==> config.mk <==
export PLATFORM = sky130hd
export DESIGN_NAME = read_buffer_flat
export DESIGN_NICKNAME = d
export VERILOG_FILES = /design/src/rtl/read_buffer_if.sv /design/src/rtl/read_buffer.sv /design/src/flat_wrapper.sv
export SDC_FILE = /design/constraint.sdc
export NUM_CORES = 1
export LEC_CHECK = 0
export CORE_UTILIZATION = 35
export DETAILED_ROUTE_END_ITERATION = 10
export GPL_TIMING_DRIVEN = 0
export PLACE_DENSITY_LB_ADDON = 0.25
export RECOVER_POWER = 50
export SLEW_MARGIN = 20
export SYNTH_ARGS = -nofsm -noshare
export SYNTH_HDL_FRONTEND = slang
export SYNTH_SLANG_ARGS = --single-unit
==> constraint.sdc <==
create_clock -name i_clk -period 3.9 [get_ports i_clk]
set_input_delay 1.17 -clock i_clk [delete_from_list [all_inputs] [get_ports i_clk]]
set_output_delay 1.17 -clock i_clk [all_outputs]
set_load 0.02 [all_outputs]
==> src/rtl/read_buffer_if.sv <==
// Bus between the CPU read port and the read_buffer. It carries the live DMA counters,
// the read/clear strobes, and the registered byte-return signals.
interface read_buffer_if #(
    parameter int NUM_CH = 4
);
    logic [16*NUM_CH-1:0] cur_addr;
    logic [16*NUM_CH-1:0] cur_wc;
    logic                 rd_req;
    logic [2:0]           ch_sel;
    logic                 reg_sel;
    logic                 clr_ff;
    logic [7:0]           data_bus_out;
    logic                 data_oe;
    logic                 byte_ptr;
    logic                 read_done;
    logic                 seq_err;

    modport master (
        output cur_addr, cur_wc, rd_req, ch_sel, reg_sel, clr_ff,
        input  data_bus_out, data_oe, byte_ptr, read_done, seq_err
    );

    modport slave (
        input  cur_addr, cur_wc, rd_req, ch_sel, reg_sel, clr_ff,
        output data_bus_out, data_oe, byte_ptr, read_done, seq_err
    );
endinterface

==> src/rtl/read_buffer.sv <==
// Byte-serialising DMA counter read path. The high byte is returned first, and a 16-bit
// snapshot is taken on that first byte so the low byte comes from the same instant.
//
// state   | meaning
// ST_HIGH | byte pointer = 0, next read returns the live high byte and snapshots
// ST_LOW  | byte pointer = 1, next read returns the low byte of the snapshot
module read_buffer #(
    parameter int NUM_CH = 4
) (
    input  logic        i_clk,
    input  logic        i_rst,
    read_buffer_if.slave bus
);
    typedef enum logic {
        ST_HIGH = 1'b0,
        ST_LOW  = 1'b1
    } state_t;

    state_t      r_state;
    logic [15:0] r_hold;
    logic [3:0]  r_tag;
    logic [7:0]  r_data;
    logic        r_oe;
    logic        r_done;
    logic        r_err;

    state_t      w_state_nxt;
    logic [15:0] w_hold_nxt;
    logic [3:0]  w_tag_nxt;
    logic [7:0]  w_data_nxt;
    logic        w_oe_nxt;
    logic        w_done_nxt;
    logic        w_err_nxt;
    logic [15:0] w_sel_val;
    logic [3:0]  w_req_tag;

    assign w_req_tag = {bus.ch_sel, bus.reg_sel};

    // Out-of-range channel numbers match no channel and so read as zero.
    always_comb begin
        w_sel_val = 16'h0000;
        for (int i = 0; i < NUM_CH; i++) begin
            if (bus.ch_sel == 3'(i)) begin
                w_sel_val = bus.reg_sel ? bus.cur_wc[16*i +: 16] : bus.cur_addr[16*i +: 16];
            end
        end
    end

    always_ff @(posedge i_clk) begin
        if (i_rst) begin
            r_state <= ST_HIGH;
            r_hold  <= 16'h0000;
            r_tag   <= 4'h0;
            r_data  <= 8'h00;
            r_oe    <= 1'b0;
            r_done  <= 1'b0;
            r_err   <= 1'b0;
        end else begin
            r_state <= w_state_nxt;
            r_hold  <= w_hold_nxt;
            r_tag   <= w_tag_nxt;
            r_data  <= w_data_nxt;
            r_oe    <= w_oe_nxt;
            r_done  <= w_done_nxt;
            r_err   <= w_err_nxt;
        end
    end

    // A clear in the same cycle as a read turns that read into a first-byte read.
    always_comb begin
        w_state_nxt = r_state;
        w_hold_nxt  = r_hold;
        w_tag_nxt   = r_tag;
        w_data_nxt  = r_data;
        w_oe_nxt    = 1'b0;
        w_done_nxt  = 1'b0;
        w_err_nxt   = 1'b0;
        if (bus.clr_ff) begin
            w_state_nxt = ST_HIGH;
        end
        if (bus.rd_req) begin
            w_oe_nxt = 1'b1;
            if (r_state == ST_LOW && !bus.clr_ff) begin
                w_data_nxt  = r_hold[7:0];
                w_done_nxt  = 1'b1;
                w_err_nxt   = (w_req_tag != r_tag);
                w_state_nxt = ST_HIGH;
            end else begin
                w_hold_nxt  = w_sel_val;
                w_tag_nxt   = w_req_tag;
                w_data_nxt  = w_sel_val[15:8];
                w_state_nxt = ST_LOW;
            end
        end
    end

    assign bus.data_bus_out = r_data;
    assign bus.data_oe      = r_oe;
    assign bus.byte_ptr     = (r_state == ST_LOW);
    assign bus.read_done    = r_done;
    assign bus.seq_err      = r_err;
endmodule

==> src/flat_wrapper.sv <==
// flat-port wrapper written by rule: the top's interface ports become plain ports
module read_buffer_flat 
#(
    parameter int NUM_CH = 4
)
  (i_clk, i_rst, bus_cur_addr, bus_cur_wc, bus_rd_req, bus_ch_sel, bus_reg_sel, bus_clr_ff, bus_data_bus_out, bus_data_oe, bus_byte_ptr, bus_read_done, bus_seq_err);
  read_buffer_if #(.NUM_CH(NUM_CH)) bus_i ();
  input  logic i_clk;
  input  logic i_rst;
  input wire logic [$bits(bus_i.cur_addr)-1:0] bus_cur_addr;
  input wire logic [$bits(bus_i.cur_wc)-1:0] bus_cur_wc;
  input wire logic [$bits(bus_i.rd_req)-1:0] bus_rd_req;
  input wire logic [$bits(bus_i.ch_sel)-1:0] bus_ch_sel;
  input wire logic [$bits(bus_i.reg_sel)-1:0] bus_reg_sel;
  input wire logic [$bits(bus_i.clr_ff)-1:0] bus_clr_ff;
  output wire logic [$bits(bus_i.data_bus_out)-1:0] bus_data_bus_out;
  output wire logic [$bits(bus_i.data_oe)-1:0] bus_data_oe;
  output wire logic [$bits(bus_i.byte_ptr)-1:0] bus_byte_ptr;
  output wire logic [$bits(bus_i.read_done)-1:0] bus_read_done;
  output wire logic [$bits(bus_i.seq_err)-1:0] bus_seq_err;
  assign bus_i.cur_addr = bus_cur_addr;
  assign bus_i.cur_wc = bus_cur_wc;
  assign bus_i.rd_req = bus_rd_req;
  assign bus_i.ch_sel = bus_ch_sel;
  assign bus_i.reg_sel = bus_reg_sel;
  assign bus_i.clr_ff = bus_clr_ff;
  assign bus_data_bus_out = bus_i.data_bus_out;
  assign bus_data_oe = bus_i.data_oe;
  assign bus_byte_ptr = bus_i.byte_ptr;
  assign bus_read_done = bus_i.read_done;
  assign bus_seq_err = bus_i.seq_err;
  read_buffer #(.NUM_CH(NUM_CH)) u_core (.i_clk(i_clk), .i_rst(i_rst), .bus(bus_i));
endmodule
**Word-level counts from Yosys, hierarchy flattened**

Index checks and enable logic that the tools add are counted.

- Bitwise logic cells: 2
- Eq/ne operators: 4
- Mux-type cells: 14
- Reduce and logical (&&, ||, !) cells: 7

Operators with widths:

| kind | number |
|---|---|
| $mux 16 | 8 |
| $mux 8 | 1 |
| $eq 3x2->1 const B | 2 |
| $mux 1 | 5 |
| $ne 4x4->1 | 1 |
| $eq 3x1->1 const B | 1 |
| $logic_not 3->1 | 1 |
| $reduce_or 3->1 | 1 |
| $not 1->1 | 2 |
| $reduce_and 2->1 | 1 |
| $reduce_bool 2->1 | 1 |
| $reduce_or 2->1 | 1 |
| $logic_and 1x1->1 | 1 |
| $logic_not 1->1 | 1 |

- Register bits: 24
- Input port bits: 136

**Longest topological paths before layout**

Gate-level depths: netlist of run 1.

- Word-level depth: 6
- Mapped depth: 7
- Depth with buffers taken out: 4

**Worst setup path before layout of run 1**

OpenSTA, ideal clock, no wires.

- Path kind: input to register
- Start point: in bus_ch_sel[2]
- End point: reg u_core.r_data[3] (netlist: u_core.bus.data_bus_out[3])
- Slack: 1.703 ns
- Buffers on the path: 1
- Stages: 5
- Data required time: 3.769 ns
- Data arrival time: 2.066 ns
- Cells stage by stage: or2_1 -> buf_6 -> or2_4 -> a221oi_2 -> nor3_2

- Word-level cells in the longest chain between the ends: 6
- Elaborated cells on any way between the ends: 9

Ends and longest elaborated chain:

| item | RTL line | text |
|---|---|---|
| start: declaration | flat_wrapper.sv:13 | `input wire logic [$bits(bus_i.ch_sel)-1:0] bus_ch_sel;` |
| $logic_not 3->1 | read_buffer.sv:43 | `if (bus.ch_sel == 3'(i)) begin` |
| $mux 16 (3 in series) | read_buffer.sv:43 |  |
| $mux 16 * | read_buffer.sv:43 |  |
| $mux 8 * | read_buffer.sv:83 | `if (r_state == ST_LOW && !bus.clr_ff) begin` |
| end signal: assignment | read_buffer.sv:62 | `r_data <= w_data_nxt;` |
| end: declaration | read_buffer.sv:22 | `logic [7:0] r_data;` |

Every way passes the cells marked *; elsewhere a longest branch is shown, timed or not.
A chain may end at the register's enable or synchronous reset.

**Final worst setup path of run 1**

- Start point: in bus_ch_sel[2]
- End point: reg u_core.r_data[5] (netlist: u_core.bus.data_bus_out[5])

The elaborated chain is that of the path after synthesis.

==> run_results.csv, run 1 <==
group,metric,value,unit
drt,detail_route.wirelength,7.890,mm
drt,route.detailed.drc,0,
yosys,yosysUniqueCellTypes,35,
yosys,synth_compound_area_share,20.86,%
grt,grt_pass1_wl,12.40,mm
finish,syn_to_final_growth,73.97,%
drt,drt_iter0_markers,162,
worst_setup_path,path_max_fanout,10,
clock_network,clockBufferDepth,2,
sta,finalWorstSetupSlack,1.172,ns
yosys,synth_fa_ha_area_share,0,%
drt,drtPass1Iterations,4,
sta,setup_viol_count_final,0,
worst_setup_path,r2r_start,"u_core.bus.byte_ptr",
drt,ant_nets,0,
drt,viasPerCell,5.287,
yosys,synth_seq_cells,24,
yosys,synthTopCellsByArea,"mux2i_1 (29%), dfxtp_1 (22%), o221ai_1 (4.4%)",
grt,use_met2,44.96,%
grt,met3_usage,4.270,%
drt,detail_route.wl_per_cell,16.27,um
sta,drv_slew,0,
sta,rsz0062_at_grt,"false",
grt,use_met1,29.57,%
placement,io_buffers,146,
clock_network,cts_tree,"yes",
yosys,synth_top_flop_cell,"dfxtp_1",
yosys,synth-edff-count,0,
sta,hold_viol,0,
grt,top_usage_layer,"met2",
drt,dr_total_vias,2564,
finish,antennaDiodeCount,0,
yosys,synth-seq-area-share,22.07,%
floorplanning,core_region_area,5956,um^2
sta,worst_slew_pin_slew,0.6944,ns
placement,place_ws,0.9105,ns
yosys,synth_fp_nets,396,
floorplanning,rows,28,
clock_network,cts_buffers,3,
floorplanning,pin_count,148,
clock_network,htree_levels,1,
worst_hold_path,hold_path_class,"reg2reg",
flow_run,drv_cap,0,
yosys,synth-xor-area-share,1.609,%
grt,grt_max_degree,14,
yosys,async_reset_ff_share,0,%
clock_network,clock-sinks,24,
yosys,yosys.area.top_type_share,28.97,%
finish,layout-drive-gt1-share,8.293,%
floorplanning,start_util,36.55,%
yosys,post_synth_and_or_nand_nor_area_fraction,17.24,%
clock_network,clock_latency,0.27,ns
worst_setup_path,end_kind,"flop",
sta,finalSetupTns,0,ns
worst_hold_path,hp-start,"u_core.r_tag[2]",
grt,grt_usage,24.99,%
yosys,postSynthAreaPerCell,8.373,um^2
yosys,syn-instance-count,260,
pwr,ir_drop,0.1192,mV
worst_setup_path,required,4.04,ns
worst_setup_path,crit_start,"bus_ch_sel[2]",
grt,grt-ovfl-total,0,
worst_setup_path,start_kind,"input port",
sta,fin_crit_sh,69.96,%
grt,antenna_found_initial,0,
sta,clock.fmax,0.3665,GHz
clock_network,clk_pin_slew_worst_paths,0.08,ns
yosys,synthMuxAreaShare,30.00,%
yosys,synth.largest_area_cell,"mux2i_1",
sta,finClkSkew,0.0005158,ns
yosys,yosys_warnings,0,
placement,gp_congestion,0.8717,
placement,place_hpwl,6.510,mm
clock_network,ctsRootBufferMaster,"clkbuf_8",
clock_network,postCtsSetupRepairBufs,0,
yosys,syn-cell-area,2177,um^2
floorplanning,die_h,80.87,um
yosys,synth_top_family_by_area,"multiplexers",
yosys,synth_commonest_cells,"mux2i_1 (63), dfxtp_1 (24), nand2_1 (24)",
clock_network,ctsHoldBuffers,0,
finish,fin_nets,547,
pwr,pwr_density_cell,199.2,nW/um^2
grt,grt_pass1_vias,2638,
floorplanning,die_w,80.87,um
worst_setup_path,crit_arrival,2.87,ns
floorplanning,dieArea,6540,um^2
status,status,"finished, final reports clean",
worst_setup_path,critical_path_class,"in2reg",
pwr,p_leak,1.566,nW
clock_network,cts-resized-gates,0,
sta,slew_headroom,53.71,%
sta,min_period,2.728,ns
yosys,synth_most_common_cell,"mux2i_1",
critical path: stages:
cell and delay (ns):
clkdlybuf4s50_1 0.56, and2b_4 0.33, buf_4 0.16, buf_2 0.21, o21ai_0 0.11, o211ai_1 0.15, o221ai_1 0.16
report_power, final:
part,leakage (nW),switching [mW],total [mW],internal [mW]
Combinational,1.34,0.124,0.320,0.196
Clock,0.0288,0.0795,0.170,0.0903
Sequential,0.196,0.00681,0.265,0.258
Total,1.57,0.210,0.755,0.544
path summary, 6_finish.rpt:
kind | end | slack, ns | depth (start not counted)
hold / removal | u_core.r_tag[2] | 0.47 | 2
hold reg to reg | u_core.r_tag[2] | 0.47 | 2
setup reg to reg | u_core.r_hold[5] | 2.40 | 6
setup / recovery | u_core.bus.data_bus_out[5] | 1.17 | 7
layout by cell type, fill, tap and decap left out, types with 2 or more instances in the layout:
| cell | instances |
|---|---|
| xor2_1 | 4 |
| nor2b_1 | 5 |
| nand3_1 | 7 |
| a221oi_2 | 2 |
| nand4_1 | 2 |
| o221ai_1 | 11 |
| nand2b_1 | 3 |
| clkdlybuf4s50_1 | 132 |
| dfxtp_1 | 24 |
| inv_1 | 5 |
| buf_2 | 5 |
| a31oi_1 | 8 |
| dlygate4sd3_1 | 14 |
| o22ai_1 | 3 |
| nand2_1 | 24 |
| a21oi_1 | 17 |
| and2b_1 | 2 |
| clkbuf_1 | 5 |
| o21ai_0 | 16 |
| clkbuf_8 | 4 |
| buf_6 | 7 |
| o22ai_2 | 2 |
| nor2_1 | 18 |
| buf_4 | 5 |
| o211ai_1 | 8 |
| nor3_2 | 3 |
| mux2i_1 | 63 |
state kept, by name, indices dropped and copies added, names as in the netlist:
| name | count |
|---|---|
| u_core.bus.data_bus_out | 8 |
| u_core.bus.read_done | 1 |
| u_core.r_tag | 4 |
| u_core.r_hold | 8 |
| u_core.bus.byte_ptr | 1 |
| u_core.bus.seq_err | 1 |
| u_core.bus.data_oe | 1 |
final cells by class:
cell class,instances,area [um^2]
Tap cell,75,93.84
Buffer,22,160.2
Timing Repair Buffer,146,1461
Multi-Input combinational cell,209,1518
Sequential cell,24,480.5
Clock buffer,4,55.05
Inverter,5,18.77
Fill cell,571,2168
cell families (layout without fill, tap and decap cells):
logic type                Yosys count  count (layout)
buffers and inverters              27             177
and+or+nand+nor                    73              73
xor gates and xnor gates            4               4
AOI/OAI and AO/OA                  68              68
DFF                                24              24
muxes                              64              64
layer usage:
metal	vias up	part of all wire, %
met2	108	50
met4	0	3.1
met5	-	0
li1	1265	-
met3	20	6.1
met1	1171	41
metrics by stage:
| stage | hold WS [ns] | instances | utilization [%] | power (mW) | cell area, um^2 |
|---|---|---|---|---|---|
| after floorplan | 0.4337 | 260 | - | 0.4085 | 2177 |
| after global placement | 0.4531 | 481 | 62.67 | 0.5881 | 3732 |
| after detailed placement | 0.4600 | 481 | 62.67 | 0.5933 | 3732 |
| after CTS | 0.4712 | 485 | 63.59 | 0.7581 | 3787 |
| after global routing | 0.4873 | 485 | 63.59 | 0.7930 | 3787 |
| final | 0.4693 | 485 | 63.59 | 0.7545 | 3787 |
Power figures use the tool's default switching activity.
==> run 2: changes to the inputs <==
--- a/config.mk
+++ b/config.mk
@@ -5,7 +5,7 @@
 export SDC_FILE = /design/constraint.sdc
 export NUM_CORES = 1
 export LEC_CHECK = 0
-export CORE_UTILIZATION = 35
+export CORE_UTILIZATION = 33
 export DETAILED_ROUTE_END_ITERATION = 10
 export GPL_TIMING_DRIVEN = 0
 export PLACE_DENSITY_LB_ADDON = 0.25
==> constraint.sdc (replaced) <==
create_clock -name i_clk -period 2.4 [get_ports i_clk]
set_input_delay 0.72 -clock i_clk [delete_from_list [all_inputs] [get_ports i_clk]]
set_output_delay 0.72 -clock i_clk [all_outputs]
set_load 0.02 [all_outputs]
==> run_results.csv, run 2 (synthesis gave the netlist of run 1 again) <==
group,metric,value,unit
status,status,"finished, final reports clean",
clock_network,clk_pin_slew_worst_paths,0.09,ns
finish,layout_common_cells,"clkdlybuf4s50_1 (132), mux2i_1 (63), nand2_1 (24), dfxtp_1 (24), nor2_1 (18)",
pwr,ir_drop,0.2138,mV
clock_network,clock-sinks,24,
finish,syn_to_final_growth,73.45,%
finish,fin_nets,547,
grt,grt_pass1_wl,12.74,mm
finish,layout-drive-gt1-share,7.824,%
sta,finalWorstSetupSlack,0.1340,ns
clock_network,postCtsSetupRepairBufs,0,
worst_setup_path,slowest_delay,0.55,ns
worst_setup_path,crit_path_top_delay_cell,"clkdlybuf4s50_1",
drt,dr_total_vias,2578,
grt,grt_pass1_vias,2651,
sta,finalSetupTns,0,ns
sta,drv_slew,0,
drt,ant_nets,0,
placement,io_buffers,146,
clock_network,ctsHoldBuffers,0,
worst_setup_path,start_kind,"input port",
drt,drt_iter0_markers,143,
grt,grt_usage,23.07,%
flow_run,drv_cap,0,
pwr,p_leak,1.567,nW
worst_setup_path,critical_path_class,"in2reg",
worst_hold_path,hold_path_class,"reg2reg",
sta,worst_slew_pin_slew,0.7248,ns
worst_setup_path,crit_arrival,2.40,ns
drt,drtPass1Iterations,4,
sta,slew_headroom,51.68,%
worst_setup_path,crit_family,"buffers and inverters",
sta,finClkSkew,0.004103,ns
clock_network,cts-resized-gates,0,
drt,detail_route.wl_per_cell,16.25,um
floorplanning,die_h,83.23,um
drt,detail_route.wirelength,7.898,mm
finish,final_core_util,59.47,%
drt,route.detailed.drc,0,
clock_network,ctsRootBufferMaster,"clkbuf_8",
placement,place_ws,-0.1845,ns
floorplanning,pin_count,148,
worst_setup_path,crit_top_cell,"buf_6",
grt,antenna_found_initial,0,
worst_setup_path,path_max_fanout,10,
sta,fin_crit_sh,94.42,%
sta,setup_viol_count_final,0,
sta,hold_viol,0,
sta,clock.fmax,0.4413,GHz
placement,place_hpwl,6.544,mm
grt,grt-ovfl-total,0,
floorplanning,rows,29,
finish,antennaDiodeCount,0,
sta,rsz0062_at_grt,"false",
clock_network,cts_tree,"yes",
grt,grt_max_degree,13,
clock_network,clock_latency,0.27,ns
floorplanning,core_region_area,6350,um^2
clock_network,htree_levels,1,
floorplanning,start_util,34.29,%
pwr,pwr_density_cell,315.7,nW/um^2
clock_network,cts_buffers,3,
sta,min_period,2.266,ns
worst_setup_path,timing.critical_path.buf_inv,3,
worst_setup_path,required,2.54,ns
worst_setup_path,end_kind,"flop",
drt,viasPerCell,5.305,
worst_setup_path,crit_chain,"clkdlybuf4s50_1 > buf_6 > buf_6 > mux2i_1 > nor2_1 > o211ai_1 > o221ai_1",
floorplanning,dieArea,6926,um^2
placement,gp_congestion,0.8553,
finish,final_common_cell,"clkdlybuf4s50_1",
finish,n_fill_cell,599,
clock_network,clockBufferDepth,2,
floorplanning,die_w,83.23,um
run 2: cell types whose count changed in the layout (fill, tap and decap cells not counted):
| cell | previous run | this run |
|---|---|---|
| clkbuf_8 | 4 | 3 |
| dlygate4sd3_1 | 14 | 13 |
| dlymetal6s2s_1 | 0 | 1 |
| nand2b_1 | 3 | 4 |
| nand2b_2 | 1 | 0 |
run 2: worst register-to-register path, stage by stage, from the launching register on:
cell	delay, ns
dfxtp_1	0.32
nor2b_1	0.12
buf_2	0.18
nor2_4	0.26
nand3_2	0.15
buf_4	0.20
o221ai_1	0.19
run 2: final timing paths:
check / slack (ns) / from / end / depth (start not counted)
max: 0.13 / bus_reg_sel / u_core.bus.data_bus_out[5] / 7
min: 0.47 / u_core.r_tag[3] / u_core.r_tag[3] / 2
max reg2reg: 0.90 / u_core.bus.byte_ptr / u_core.r_hold[4] / 6
min reg2reg: 0.47 / u_core.r_tag[3] / u_core.r_tag[3] / 2
run 2: power breakdown:
group	total (mW)	leakage (nW)	switching (mW)	internal [mW]
Sequential	0.431	0.196	0.0111	0.419
Combinational	0.521	1.35	0.203	0.318
Clock	0.241	0.0216	0.129	0.112
run 2: through the flow:
stage / area [um^2] / cells / power [mW] / hold slack (ns)
2_1_floorplan: 2177 / 260 / 0.6638 / 0.4337
3_3_place_gp: 3735 / 483 / 0.9577 / 0.4540
3_5_place_dp: 3735 / 483 / 0.9651 / 0.4555
4_1_cts: 3776 / 486 / 1.196 / 0.4729
5_1_grt: 3776 / 486 / 1.253 / 0.4983
6_report: 3776 / 486 / 1.192 / 0.4732
run 2: layer usage:
metal	GRT usage, %	share of wire (%)	vias up
met2	43.07	51	126
met3	4.374	8.0	8
met4	5.486	1.4	0
met1	26.88	39	1179
met5	0	0	-
li1	-	-	1265
run 2: area by class of cell:
| cell class | instances | area, um^2 | area share (%) |
|---|---|---|---|
| Multi-Input combinational cell | 209 | 1515 | 40.13 |
| Timing Repair Buffer | 146 | 1464 | 38.77 |
| Sequential cell | 24 | 480.5 | 12.72 |
| Buffer | 22 | 160.2 | 4.241 |
| Tap cell | 77 | 96.34 | 2.551 |
| Clock buffer | 3 | 41.29 | 1.093 |
| Inverter | 5 | 18.77 | 0.4970 |
